===== config.mk =====
export PLATFORM = sky130hd
export DESIGN_NAME = sprite_motion_ctrl
export DESIGN_NICKNAME = d
export VERILOG_FILES = /design/src/rtl/sprite_motion_ctrl.sv
export SDC_FILE = /design/constraint.sdc
export NUM_CORES = 1
export LEC_CHECK = 0
export CAP_MARGIN = 25
export CORE_UTILIZATION = 30
export CTS_CLUSTER_SIZE = 8
export DETAILED_ROUTE_END_ITERATION = 12
export PLACE_DENSITY_LB_ADDON = 0.12
export SLEW_MARGIN = 20
export SYNTH_ARGS = -nofsm -noshare
export SYNTH_HDL_FRONTEND = slang
export SYNTH_SLANG_ARGS = --single-unit
export TNS_END_PERCENT = 50

===== constraint.sdc =====
create_clock -name clk -period 3.2 [get_ports clk]
set_clock_uncertainty 0.1 [all_clocks]
set_input_delay 0.96 -clock clk [delete_from_list [all_inputs] [get_ports clk]]
set_output_delay 0.96 -clock clk [all_outputs]
set_load 0.02 [all_outputs]

===== src/rtl/sprite_motion_ctrl.sv =====
// sprite_motion_ctrl: tile-aware maze sprite mover with buffered turns,
// wall-legality queries over a req/ack port and horizontal tunnel wrap.
module sprite_motion_ctrl #(
    parameter int         XW        = 10,
    parameter int         YW        = 10,
    parameter int         INI_X     = 360,
    parameter int         INI_Y     = 154,
    parameter logic [3:0] INI_DIR   = 4'b0010,
    parameter int         SPEED     = 2,
    parameter int         TILE      = 8,
    parameter int         X_MIN     = 0,
    parameter int         X_MAX     = 632,
    parameter int         BUF_TICKS = 8
) (
    input  logic          clk,
    input  logic          rst,
    input  logic          move_tick,
    input  logic [3:0]    dir_req,
    output logic          q_req,
    output logic [XW-1:0] q_x,
    output logic [YW-1:0] q_y,
    input  logic          q_ack,
    input  logic [3:0]    q_legal,
    output logic [XW-1:0] pos_x,
    output logic [YW-1:0] pos_y,
    output logic [3:0]    dir,
    output logic          moving,
    output logic          overrun
);
    typedef enum logic [1:0] {
        S_IDLE,
        S_QUERY,
        S_DECIDE,
        S_STEP
    } state_t;

    localparam logic [XW-1:0] X0    = XW'(INI_X);
    localparam logic [YW-1:0] Y0    = YW'(INI_Y);
    localparam logic [XW-1:0] XLO   = XW'(X_MIN);
    localparam logic [XW-1:0] XHI   = XW'(X_MAX);
    localparam logic [XW-1:0] SPD_X = XW'(SPEED);
    localparam logic [YW-1:0] SPD_Y = YW'(SPEED);
    localparam logic [XW-1:0] MSK_X = XW'(TILE - 1);
    localparam logic [YW-1:0] MSK_Y = YW'(TILE - 1);
    localparam logic [7:0]    LIFE  = 8'(BUF_TICKS);

    state_t        state_q;
    logic [XW-1:0] pos_x_q, pos_x_d;
    logic [YW-1:0] pos_y_q, pos_y_d;
    logic [3:0]    dir_q;
    logic [3:0]    pend_q, pend_d;
    logic [7:0]    life_q, life_d;
    logic [3:0]    legal_q;
    logic          allow_q;
    logic          moving_q;
    logic          q_req_q;
    logic          overrun_q;

    logic [XW-1:0] off_x;
    logic [YW-1:0] off_y;
    logic          aligned;
    logic [3:0]    pick;
    logic [3:0]    opp_dir;
    logic          pend_opp;
    logic          take;
    logic [3:0]    dir_sel;
    logic          allow;

    // The tile grid is anchored at the reset position.
    assign off_x   = pos_x_q - X0;
    assign off_y   = pos_y_q - Y0;
    assign aligned = ((off_x & MSK_X) == '0)
                  && ((off_y & MSK_Y) == '0);

    always_comb begin
        pick = 4'b0000;
        if (dir_req[3])      pick = 4'b1000;
        else if (dir_req[2]) pick = 4'b0100;
        else if (dir_req[1]) pick = 4'b0010;
        else if (dir_req[0]) pick = 4'b0001;
    end

    assign opp_dir  = {dir_q[2], dir_q[3], dir_q[0], dir_q[1]};
    assign pend_opp = (pend_q != 4'b0000) && (pend_q == opp_dir);
    assign take     = pend_opp || (aligned && |(pend_q & legal_q));
    assign dir_sel  = take ? pend_q : dir_q;
    assign allow    = !aligned || |(dir_sel & legal_q);

    always_comb begin
        pend_d = pend_q;
        life_d = life_q;
        if (dir_req != 4'b0000) begin
            pend_d = pick;
            life_d = LIFE;
        end else begin
            if (move_tick && life_q != 8'd0) begin
                life_d = life_q - 8'd1;
                if (life_q == 8'd1) pend_d = 4'b0000;
            end
            if (state_q == S_DECIDE && take) begin
                pend_d = 4'b0000;
                life_d = 8'd0;
            end
        end
    end

    always_comb begin
        pos_x_d = pos_x_q;
        pos_y_d = pos_y_q;
        unique case (1'b1)
            dir_q[3]: pos_y_d = pos_y_q - SPD_Y;
            dir_q[2]: pos_y_d = pos_y_q + SPD_Y;
            dir_q[1]: pos_x_d = (pos_x_q == XLO) ? XHI
                                                 : pos_x_q - SPD_X;
            dir_q[0]: pos_x_d = (pos_x_q == XHI) ? XLO
                                                 : pos_x_q + SPD_X;
            default: ;
        endcase
    end

    always_ff @(posedge clk or posedge rst) begin
        if (rst) begin
            state_q   <= S_IDLE;
            pos_x_q   <= X0;
            pos_y_q   <= Y0;
            dir_q     <= INI_DIR;
            pend_q    <= 4'b0000;
            life_q    <= 8'd0;
            legal_q   <= 4'b0000;
            allow_q   <= 1'b0;
            moving_q  <= 1'b0;
            q_req_q   <= 1'b0;
            overrun_q <= 1'b0;
        end else begin
            pend_q    <= pend_d;
            life_q    <= life_d;
            overrun_q <= move_tick && (state_q != S_IDLE);
            unique case (state_q)
                S_IDLE: begin
                    if (move_tick) begin
                        state_q <= S_QUERY;
                        q_req_q <= 1'b1;
                    end
                end
                S_QUERY: begin
                    if (q_ack) begin
                        legal_q <= q_legal;
                        q_req_q <= 1'b0;
                        state_q <= S_DECIDE;
                    end
                end
                S_DECIDE: begin
                    dir_q   <= dir_sel;
                    allow_q <= allow;
                    state_q <= S_STEP;
                end
                S_STEP: begin
                    if (allow_q) begin
                        pos_x_q <= pos_x_d;
                        pos_y_q <= pos_y_d;
                    end
                    moving_q <= allow_q;
                    state_q  <= S_IDLE;
                end
                default: state_q <= S_IDLE;
            endcase
        end
    end

    assign q_req   = q_req_q;
    assign q_x     = pos_x_q;
    assign q_y     = pos_y_q;
    assign pos_x   = pos_x_q;
    assign pos_y   = pos_y_q;
    assign dir     = dir_q;
    assign moving  = moving_q;
    assign overrun = overrun_q;

endmodule

; ---- After elaboration in Yosys (flattened, before gate mapping)
; Cells that the tools add are included.
[totals]
regBits = 46
in_bits = 12
out_inout_bits = 47
[op_classes]
add_sub_neg = 7
n_eq_ne = 8
n_mux = 22
n_bitwise = 2
reduce_logical = 30
[ops]
columns = cell, n
row1 = 10-bit one-hot mux with 2 select lines, 2
row2 = 4-bit two-way mux, 8
row3 = 10-bit zero test, 3
row4 = 8-bit two-way mux, 3
row5 = 10-bit by 2-bit adder with 10-bit output (second input constant), 2
row6 = 10-bit two-way mux, 2
row7 = 10-bit by 2-bit subtractor with 10-bit output (second input constant), 2
row8 = 10-bit equality test (second input constant), 1
row9 = 3-bit AND reduction, 3
row10 = 4-bit bitwise AND, 2
row11 = 8-bit by 1-bit equality test with 1-bit output (second input constant), 1
row12 = 2-bit one-hot mux with 4 select lines, 1
row13 = 2-bit nonzero test, 4
row14 = 4-bit nonzero test, 2
row15 = 8-bit nonzero test, 1
row16 = 4-bit OR reduction, 2
row17 = 8-bit by 1-bit subtractor with 8-bit output (second input constant), 1
row18 = 1-bit logical AND, 6
row19 = 2-bit AND reduction, 3
row20 = 3-bit nonzero test, 2
row21 = 2-bit equality test (second input constant), 2
row22 = 4-bit equality test, 1
row23 = 2-bit two-way mux, 2
row24 = 2-bit != test (second input constant), 2
row25 = 8 further kinds, 11

; ---- Logic depth before layout (Yosys ltp)
[logic_depth]
word_depth = 9
depth_mapped = 8
mapped_depth_nobuf = 7

; ---- Least setup slack after synthesis
; No wires, ideal clock.
[synth_path]
path_kind = register to register
from = register dir_q[2], in the netlist dir[2]
to = register pos_y_q[9], in the netlist pos_y[9]
setup_time_ps = 69
arrival_time_ps = 2413
setup_slack_ps = 618
path_stages_with_launch = 9
path_buffers = 1
period_less_slack_ps = 2582
cell_sequence = dfrtp_1 -> clkbuf_1 -> inv_1 -> ha_1 -> nor2b_1 -> o31a_1 -> o21a_1 -> or4b_1 -> nand3_1
[synth_between]
elab_chain_len = 2
[synth_rtl]
columns = element, line
row1 = from (decl), 50  ; logic [3:0] dir_q;
row2 = from (signal assigned), 153  ; dir_q <= dir_sel;
row3 = 2-bit nonzero test (no source line), -
row4 = 3-bit AND reduction (no source line), -
row5 = to (signal assigned), 160  ; pos_y_q <= pos_y_d;
row6 = to (decl), 49  ; logic [YW-1:0] pos_y_q, pos_y_d;
; Several ways; a longest one is shown, not always the timed one.
; A chain may end at the register's enable or synchronous reset.

; ---- Worst setup path after layout
[layout_path]
from = register pos_x_q[3], in the netlist pos_x[3]
to = output q_x[3]
[layout_rtl]
columns = element, line
row1 = from (decl), 48  ; logic [XW-1:0] pos_x_q, pos_x_d;
row2 = from (signal assigned), 159  ; pos_x_q <= pos_x_d;
row3 = to (decl), 20  ; output logic [XW-1:0] q_x,
; No word-level cell between the ends.

==> results.cfg <==
[status]
status = completed

[global_routing]
grt_max_degree = 45
grt_pass1_vias = 2258
antenna_found_initial = 0
grt_pass1_wl_mm = 11.2
grt_overflow_total = 0
track_usage_pct = 13.9

[logic_synthesis]
synthDominantCellAreaShare_pct = 29.6
yosysTopAreaCell = dfrtp_1
synth_flop_cell = dfrtp_1
syn-mean-instance-area_sq_um = 9.47
async_flop_share_pct = 100
ys_ff_latch = 44
ys_warn_count = 0
synth_cells = 312
synth_area_leaders = dfrtp_1, dfstp_2, ha_1
synth_edf_count = 0
ys_seq_area_share_pct = 37.7
synth_cell_types = 61
mappedNetlistArea_sq_mm = 0.00295

[placed_design]
gp_congestion = 0.797
port_buffers = 54
dpl.hpwl_mm = 4.92

[power]
max-vdd-ir-drop_uv = 340
powerDensity_mw_per_mm2 = 1000
p_leak_nw = 1.45
power_mw = 3.59

[critical_path]
crit_chain = clkdlybuf4s50_1
reg2regPathDepth = 6
critPathLaunch = pos_x[3]
timing_worst_setup_path_type = reg -> out
cp-end-kind = output port
start_kind = flip-flop
worstPathBufferInverterCount = 1
worstPathArrival_ns = 1.64
critPathCapture = q_x[3]
cp_slowest_cell = dfstp_2
reg2reg_slack_ns = 0.86
critical_path_depth = 1
cpPeakStageDelay_ns = 0.69
reg2reg_to = dir[0]
critPathRequiredTime_ns = 2.14
cp_max_fo = 14
path_delay_family = flip-flops
worst_r2r_startpoint = pos_x[1]

[timing]
worstMarginPinSlew_ns = 0.741
hold_viol_final = 0
finalSetupTns_ns = 0
post-route-period-util_pct = 84.4
rsz0062_at_grt = no
slew_headroom_pct = 50.4
setup_viol = 0
finalMaxSlewViolations = 0
fmax_mhz = 370
min_period_ns = 2.70

[clock_tree]
htreeDepth = 2
root_buffer = clkbuf_8
cts_hold_buf = 0
clock-sinks = 44
cts_max_path_buffers = 2
clkTransAtPathRegs_ns = 0.08
cts_setup_buffers = 0
cts_resized = 0
worst_skew_pair.late_latency_ns = 0.29
numCtsBuffers = 5
cts_tree = built

[layout]
final_common_cell = clkdlybuf4s50_1
insertedDiodeCount = 0
syn2layout_area_growth_pct = 21.3
fill_cells = 965
layout.nets = 378
final_cell_mix = clkdlybuf4s50_1, dfrtp_1, o21ai_0, nor2_1, nand2_1
fin_util_pct = 38.2
drive_gt1_share_pct = 10.5

[detailed_routing]
post-route-drc-count = 0
wl_met3_microns = 255
dr.pass1.iters = 4
drtIter0Drc = 115
num_vias = 2401
top_layer_used = met4
via_per_inst = 5.00
final_antenna_net_count = 0
wl_met2_mm = 3.08
wl_per_cell_microns = 13.9
postRouteWirelength_mm = 6.66
wl_met1_mm = 3.27

[floorplan]
rows = 35
die_w_microns = 101
die_area_sq_mm = 0.0102
io_pins = 59
start_util_pct = 31.5
die_y_microns = 101
core_sq_mm = 0.00937

[flow_run]
maxCapViolCount = 0

[hold_path]
min_path_type = reg -> reg
area by class of cell:
cell class	count	area [sq um]	area share, %
Clock buffer	8	90.1	2.51
Inverter	17	63.8	1.78
Sequential cell	44	1110	31.0
Multi-Input combinational cell	224	1590	44.2
Timing Repair Buffer	58	571	15.9
Tap cell	129	161	4.50
logic make-up (layout without fill, tap and decap cells):
group	count (synthesis)	in the layout	synth area share, %
adder cells (fa/ha/maj)	16	16	7.03
AO/OA/AOI/OAI	94	94	22.7
flip-flops	44	44	37.7
buffers and inverters	47	83	9.06
AND/OR/NAND/NOR	86	86	15.6
multiplexers	9	9	3.39
other	1	4	0.127
XOR/XNOR	15	15	4.45
per-layer routing:
metal	global-route usage (%)	vias up
met5	0	-
met4	3.68	0
met3	2.48	4
met2	22.9	50
met1	18.7	1144
li1	-	1203
per-stage QoR:
stage                     cells  instance area (sq um)  hold slack [ns]  worst slack, ns
after CTS                   480                   3580            0.408            0.476
final                       480                   3580            0.401            0.499
after global routing        480                   3580            0.414            0.427
after floorplan             315                   2970            0.403            0.618
after global placement      472                   3490            0.379            0.254
after detailed placement    472                   3490            0.396            0.224
registers in the layout (all words and copies together), names as in the netlist:
name	count
state_q	2
life_q	8
legal_q	4
pend_q	4
q_req	1
dir	4
allow_q	1
overrun	1
moving	1
pos_y	9
pos_x	9
synthesized netlist by cell type (all sizes together) (2+ instances only):
cell    number
nor2        22
nand3        6
xnor2        7
o21bai       2
o211ai       6
o32a         2
dfstp        9
nand4        2
o31ai        2
nor3        11
nand4b       3
clkbuf       6
nor4         5
or4b         2
a221oi       2
a22o         3
nor2b        4
inv         17
nand2       20
a21o         5
a211oi       2
a31oi        8
o21ai       23
a221o        2
or3          2
a41oi        4
mux2         8
or2          2
a22oi        2
o21a         8
a21oi       13
ha          15
dfrtp       35
buf         24
xor2         8
or4          3
power by group:
group / internal (mW) / switching, mW / total (mW) / leakage (nW)
clock: 0.176 / 0.185 / 0.361 / 0.0455
combinational: 1.02 / 1.14 / 2.15 / 0.875
sequential: 0.779 / 0.293 / 1.07 / 0.533
how the worst min path moves through the flow:
stage                from          to  slack, ns  cells past startpoint
6_report         pos_y[4]    pos_y[4]       0.40                      2
5_1_grt          pos_y[7]    pos_y[7]       0.41                      2
3_5_place_dp     pos_y[7]    pos_y[7]       0.40                      2
4_1_cts          pos_y[7]    pos_y[7]       0.41                      2
3_3_place_gp     pos_y[7]    pos_y[7]       0.38                      2
2_1_floorplan  legal_q[3]  legal_q[3]       0.40                      1
Power figures use the tool's default switching activity.
==> edit 1 (config.mk and constraints unchanged) <==
The 4 states of `state_t` get a one-hot encoding in 4 bits.
--- a/src/rtl/sprite_motion_ctrl.sv
+++ b/src/rtl/sprite_motion_ctrl.sv
@@ -29,7 +29,7 @@
 );
-    typedef enum logic [1:0] {
-        S_IDLE,
-        S_QUERY,
-        S_DECIDE,
-        S_STEP
+    typedef enum logic [3:0] {
+        S_IDLE   = 4'b0001,
+        S_QUERY  = 4'b0010,
+        S_DECIDE = 4'b0100,
+        S_STEP   = 4'b1000
     } state_t;
Check against the original RTL: no difference found for any inputs over 10 cycles, from zero or initial values and one cycle with rst high; not proved beyond that.
==> edit 1 against the unedited design <==
Worst setup slack better by 0.014 ns. Fmax increased by 0.54%. Worst hold slack worse by 0.012 ns. Register-to-register slack worse by 0.22 ns. Count of clock-buffer cells in the layout fell by 2. Routed wire length is 5.6% lower. Sequential share of layout area is 1.5 points higher. Critical path type unchanged. Synthesized area is 1.2% lower. Sequential cell count grew 2. Design area down 0.31%.
Power is not compared: it rests on default switching activity, and its combinational part moved more than twofold at a synthesized area within 25%.
==> edit 1: results (changes against the unedited design) <==
<table>
<tr><th>Metric</th><th>Value</th></tr>
<tr><th colspan="2">Place</th></tr>
<tr><td>Cell total after placement</td><td>478 (+1.3%)</td></tr>
<tr><td>Sum of net half-perimeters after detailed placement</td><td>4.51 mm (-8.2%)</td></tr>
<tr><td>Routability Congestion</td><td>0.759 (-4.8%)</td></tr>
<tr><th colspan="2">GRT</th></tr>
<tr><td>Vias in the first global route</td><td>2,222 (-1.6%)</td></tr>
<tr><td>First-pass GRT wire length</td><td>10.6 mm (-5.3%)</td></tr>
<tr><td>All-layer global routing usage</td><td>13.1% (-0.74 points)</td></tr>
<tr><td>Maximum number of pins on one net before global-route repair</td><td>35 (-22%)</td></tr>
<tr><th colspan="2">Cells and area</th></tr>
<tr><td>Nets</td><td>380 (+0.53%)</td></tr>
<tr><td>Share of layout cells above drive strength 1</td><td>11.2% (+0.66 points)</td></tr>
<tr><td>Ant. Diodes</td><td>0 (unchanged)</td></tr>
<tr><th colspan="2">Route</th></tr>
<tr><td>Detailed-route wire length</td><td>6.29 mm (-5.6%)</td></tr>
<tr><td>DR vias/cell</td><td>4.72 (-5.6%)</td></tr>
<tr><td>Total vias in the final route</td><td>2,296 (-4.4%)</td></tr>
<tr><td>Number of DRC markers in iteration 0</td><td>61 (-47%)</td></tr>
<tr><th colspan="2">Min path</th></tr>
<tr><td>Hold path startpoint</td><td>pos_y[3]</td></tr>
<tr><th colspan="2">Synth</th></tr>
<tr><td>Fraction of the yosys area taken by sequential cells</td><td>39.9% (+2.2 points)</td></tr>
<tr><td>Count of distinct cell types in the synthesized netlist</td><td>58 (-4.9%)</td></tr>
<tr><td>Biggest area contributors in the synthesized netlist</td><td>dfrtp_1 31%, dfstp_2 9.0%, buf_4 5.7%</td></tr>
<tr><td>Synth Area per Inst</td><td>9.15 um^2 (-3.4%)</td></tr>
<tr><td>Synth cell count leaders</td><td>39 x nand2_1, 36 x dfrtp_1, 25 x nor2_1</td></tr>
<tr><th colspan="2">Worst setup path</th></tr>
<tr><td>FF-to-FF setup slack</td><td>0.64 ns (-0.22 ns)</td></tr>
<tr><td>Worst flop-to-flop path startpoint</td><td>dir[2]</td></tr>
<tr><td>Critical Path Source</td><td>pos_x[3]</td></tr>
<tr><th colspan="2">Clock network</th></tr>
<tr><td># Post-CTS Setup Buffers</td><td>0 (unchanged)</td></tr>
<tr><td>TritonCTS buffer count</td><td>5 (unchanged)</td></tr>
<tr><th colspan="2">Outcome</th></tr>
<tr><td>Status</td><td>finished clean</td></tr>
<tr><th colspan="2">STA</th></tr>
<tr><td>Transition at the pin with the smallest max-transition slack</td><td>0.608 ns (-0.133 ns)</td></tr>
</table>
-- edit 1: changes by cell type after synthesis, moves of 3 or more --
cell,unedited run,this run
nand2_1,20,39
o21ai_1,1,8
o21a_1,8,3
ha_1,15,11
mux2_2,8,4
nor2_1,21,25
o211ai_1,6,2
a41oi_1,4,1
nor3_1,11,8
xnor2_1,7,10
-- edit 1: kinds of logic after synthesis --
kind of cell	after synthesis	synth area share, %
XOR/XNOR	18	5.40
multiplexers	6	2.23
buffers and inverters	48	9.60
adder cells (fa/ha/maj)	12	5.40
AO/OA/AOI/OAI	84	19.6
other	1	0.128
AND/OR/NAND/NOR	104	17.8
flip-flops	46	39.9
-- edit 1: worst paths after layout --
kind	endpoint	depth (start not counted)
worst max register to register	pos_y[8]	9
worst max-delay path	q_x[3]	1
worst min-delay path	pos_y[3]	2
max in group asynchronous	pos_x[3]	3
min in group asynchronous	pos_x[9]	2
worst min register to register	pos_y[3]	2
-- edit 1: power by group --
group          leakage, nW  internal (mW)  switching (mW)
combinational        0.814          0.166           0.181
sequential           0.581          0.659          0.0867
clock               0.0514          0.233           0.208
-- edit 1: per-stage QoR --
stage	power, mW	hold slack [ns]	cell area, um^2	setup slack (ns)
2_1_floorplan	0.992	0.367	2930	0.802
3_3_place_gp	1.10	0.364	3450	0.525
3_5_place_dp	1.11	0.379	3460	0.513
4_1_cts	1.56	0.393	3570	0.498
5_1_grt	1.64	0.415	3570	0.406
6_report	1.53	0.389	3570	0.514
-- edit 1: final cells by class --
| type | instances | area share [%] |
|---|---|---|
| inverter | 17 | 1.79 |
| tap | 129 | 4.52 |
| clock buffer | 6 | 2.03 |
| multi-input combinational | 228 | 41.6 |
| clock inverter | 2 | 1.05 |
| sequential | 46 | 32.6 |
| timing repair buffer | 58 | 16.4 |
-- edit 1: layer usage --
layer | part of all wire [%] | up-vias | GRT usage, %
met5 | 0 | - | 0
met4 | 1.3 | 0 | 3.68
met3 | 2.9 | 8 | 2.77
met2 | 46 | 36 | 21.7
met1 | 50 | 1088 | 17.4
li1 | - | 1164 | -
==> edit 2 (same settings) <==
Without the edit above. Set the parameter `YW` to 9 (it was 10).
--- a/src/rtl/sprite_motion_ctrl.sv
+++ b/src/rtl/sprite_motion_ctrl.sv
@@ -4,3 +4,3 @@
     parameter int         XW        = 10,
-    parameter int         YW        = 10,
+    parameter int         YW        = 9,
     parameter int         INI_X     = 360,
Ports: changed (resized pos_y and q_y); port bits go from 59 to 57. The function was not compared with the original's and may differ.
==> edit 2 against the unedited design <==
Routed wire length is 4.6% higher. Worst hold slack better by 0.00092 ns. Synthesized area is 1.5% lower. Worst setup slack worse by 0.028 ns. Sequential share of layout area is 0.31 points lower. Design area is 1.3% lower. Critical endpoint unchanged. Total power is 4.3% lower. Sequential cell count is 1 lower. Largest cell class unchanged. Utilization is 0.30 points lower.
==> edit 2: results (changes against the unedited design) <==
<table>
<tr><th>Metric</th><th>Value</th></tr>
<tr><th colspan="2">Outcome</th></tr>
<tr><td>Status</td><td>finished clean</td></tr>
<tr><th colspan="2">Synth</th></tr>
<tr><td>Async S/R FF share, synth</td><td>100% (unchanged)</td></tr>
<tr><td>Biggest area contributors in the synthesized netlist</td><td>dfrtp_1 29%, dfstp_2 8.1%, ha_1 6.0%</td></tr>
<tr><td>Synth Area per Inst</td><td>9.24 um^2 (-2.5%)</td></tr>
<tr><td>Synth cell count leaders</td><td>34 x dfrtp_1, 25 x nand2_1, 21 x buf_4, 21 x o21ai_0, 19 x inv_1</td></tr>
<tr><td>Count of distinct cell types in the synthesized netlist</td><td>54 (-11%)</td></tr>
<tr><th colspan="2">Worst setup path</th></tr>
<tr><td>Worst Path Arrival</td><td>1.67 ns (+0.03 ns)</td></tr>
<tr><td>Slowest CP cell</td><td>dfstp_2</td></tr>
<tr><th colspan="2">Place</th></tr>
<tr><td>Cell total after placement</td><td>470 (-0.42%)</td></tr>
<tr><td>Worst slack after detailed placement</td><td>0.325 ns (+0.101 ns)</td></tr>
<tr><td>Routability Congestion</td><td>0.780 (-2.2%)</td></tr>
<tr><td>PortBufs</td><td>52 (-3.7%)</td></tr>
<tr><td>Sum of net half-perimeters after detailed placement</td><td>4.87 mm (-1.0%)</td></tr>
<tr><th colspan="2">Pwr</th></tr>
<tr><td>IR drop worst, VDD</td><td>326 uV (-4.2%)</td></tr>
<tr><td>Leakage</td><td>1.42 nW (-2.1%)</td></tr>
<tr><th colspan="2">Cells and area</th></tr>
<tr><td>Share of layout cells above drive strength 1</td><td>10.0% (-0.51 points)</td></tr>
<tr><td>Count of filler cells inserted in the layout</td><td>949 (-1.7%)</td></tr>
<tr><th colspan="2">Route</th></tr>
<tr><td>Total vias in the final route</td><td>2,404 (+0.12%)</td></tr>
<tr><td>DR vias/cell</td><td>5.03 (+0.54%)</td></tr>
<tr><td>Number of DRC markers in iteration 0</td><td>68 (-41%)</td></tr>
<tr><td>Detailed-route wire length</td><td>6.97 mm (+4.6%)</td></tr>
<tr><th colspan="2">GRT</th></tr>
<tr><td>Maximum number of pins on one net before global-route repair</td><td>44 (-2.2%)</td></tr>
<tr><td>First-pass GRT wire length</td><td>11.7 mm (+5.0%)</td></tr>
<tr><td>All-layer global routing usage</td><td>14.8% (+0.96 points)</td></tr>
<tr><th colspan="2">Clock network</th></tr>
<tr><td>Clock latency on the worst-skew pair</td><td>0.31 ns (+0.02 ns)</td></tr>
</table>
## edit 2: cells by family after synthesis
| family | share of synthesized area (%) |
|---|---|
| simple gates | 17.3 |
| compound gates | 19.6 |
| buf+inv | 9.72 |
| flops | 37.4 |
| fa+ha+maj | 6.71 |
| mux | 5.25 |
| xor+xnor | 3.91 |
| other cells | 0.129 |
## edit 2: cell type report
type | instances | area share [%]
multi-input cells | 222 | 43.8
flip-flops and latches | 43 | 30.7
repair buffers | 57 | 15.8
well taps | 129 | 4.56
clock buffers | 6 | 2.05
inverters | 19 | 2.02
clock inverters | 2 | 1.06
## edit 2: metrics by stage
stage                     power [mW]  hold slack, ns  cell area (um^2)
after floorplan                 2.41           0.403              2920
after global placement          2.98           0.394              3430
after detailed placement        3.00           0.394              3430
after CTS                       3.46           0.407              3540
after global routing            3.73           0.450              3540
final                           3.43           0.402              3540
## edit 2: path summary, 6_finish.rpt
check	from	to	slack (ns)	cells after the start
max in group asynchronous	rst	moving	1.60	3
hold reg to reg	pos_y[4]	pos_y[4]	0.40	2
setup reg to reg	dir[2]	pos_y[8]	0.62	7
hold / removal	pos_y[4]	pos_y[4]	0.40	2
setup / recovery	pos_x[3]	q_x[3]	0.47	1
min in group asynchronous	rst	dir[0]	1.00	3
## edit 2: worst reg2reg max path: stages (launching register included)
cell      delay, ns
dfrtp_1        0.63
inv_1          0.27
ha_1           0.39
a21o_1         0.20
a21oi_1        0.24
nand2_1        0.16
a311o_1        0.38
o311ai_0       0.10
## edit 2: layer usage
metal	up-vias	global-route usage, %	part of all wire, %
met2	50	24.0	47
met1	1162	20.2	48
met5	-	0	0
met3	7	2.84	3.8
li1	1185	-	-
met4	0	4.46	1.1
## edit 2: power by group
group	switching [mW]	internal, mW
registers	0.320	0.758
clock network	0.218	0.234
logic	0.998	0.903
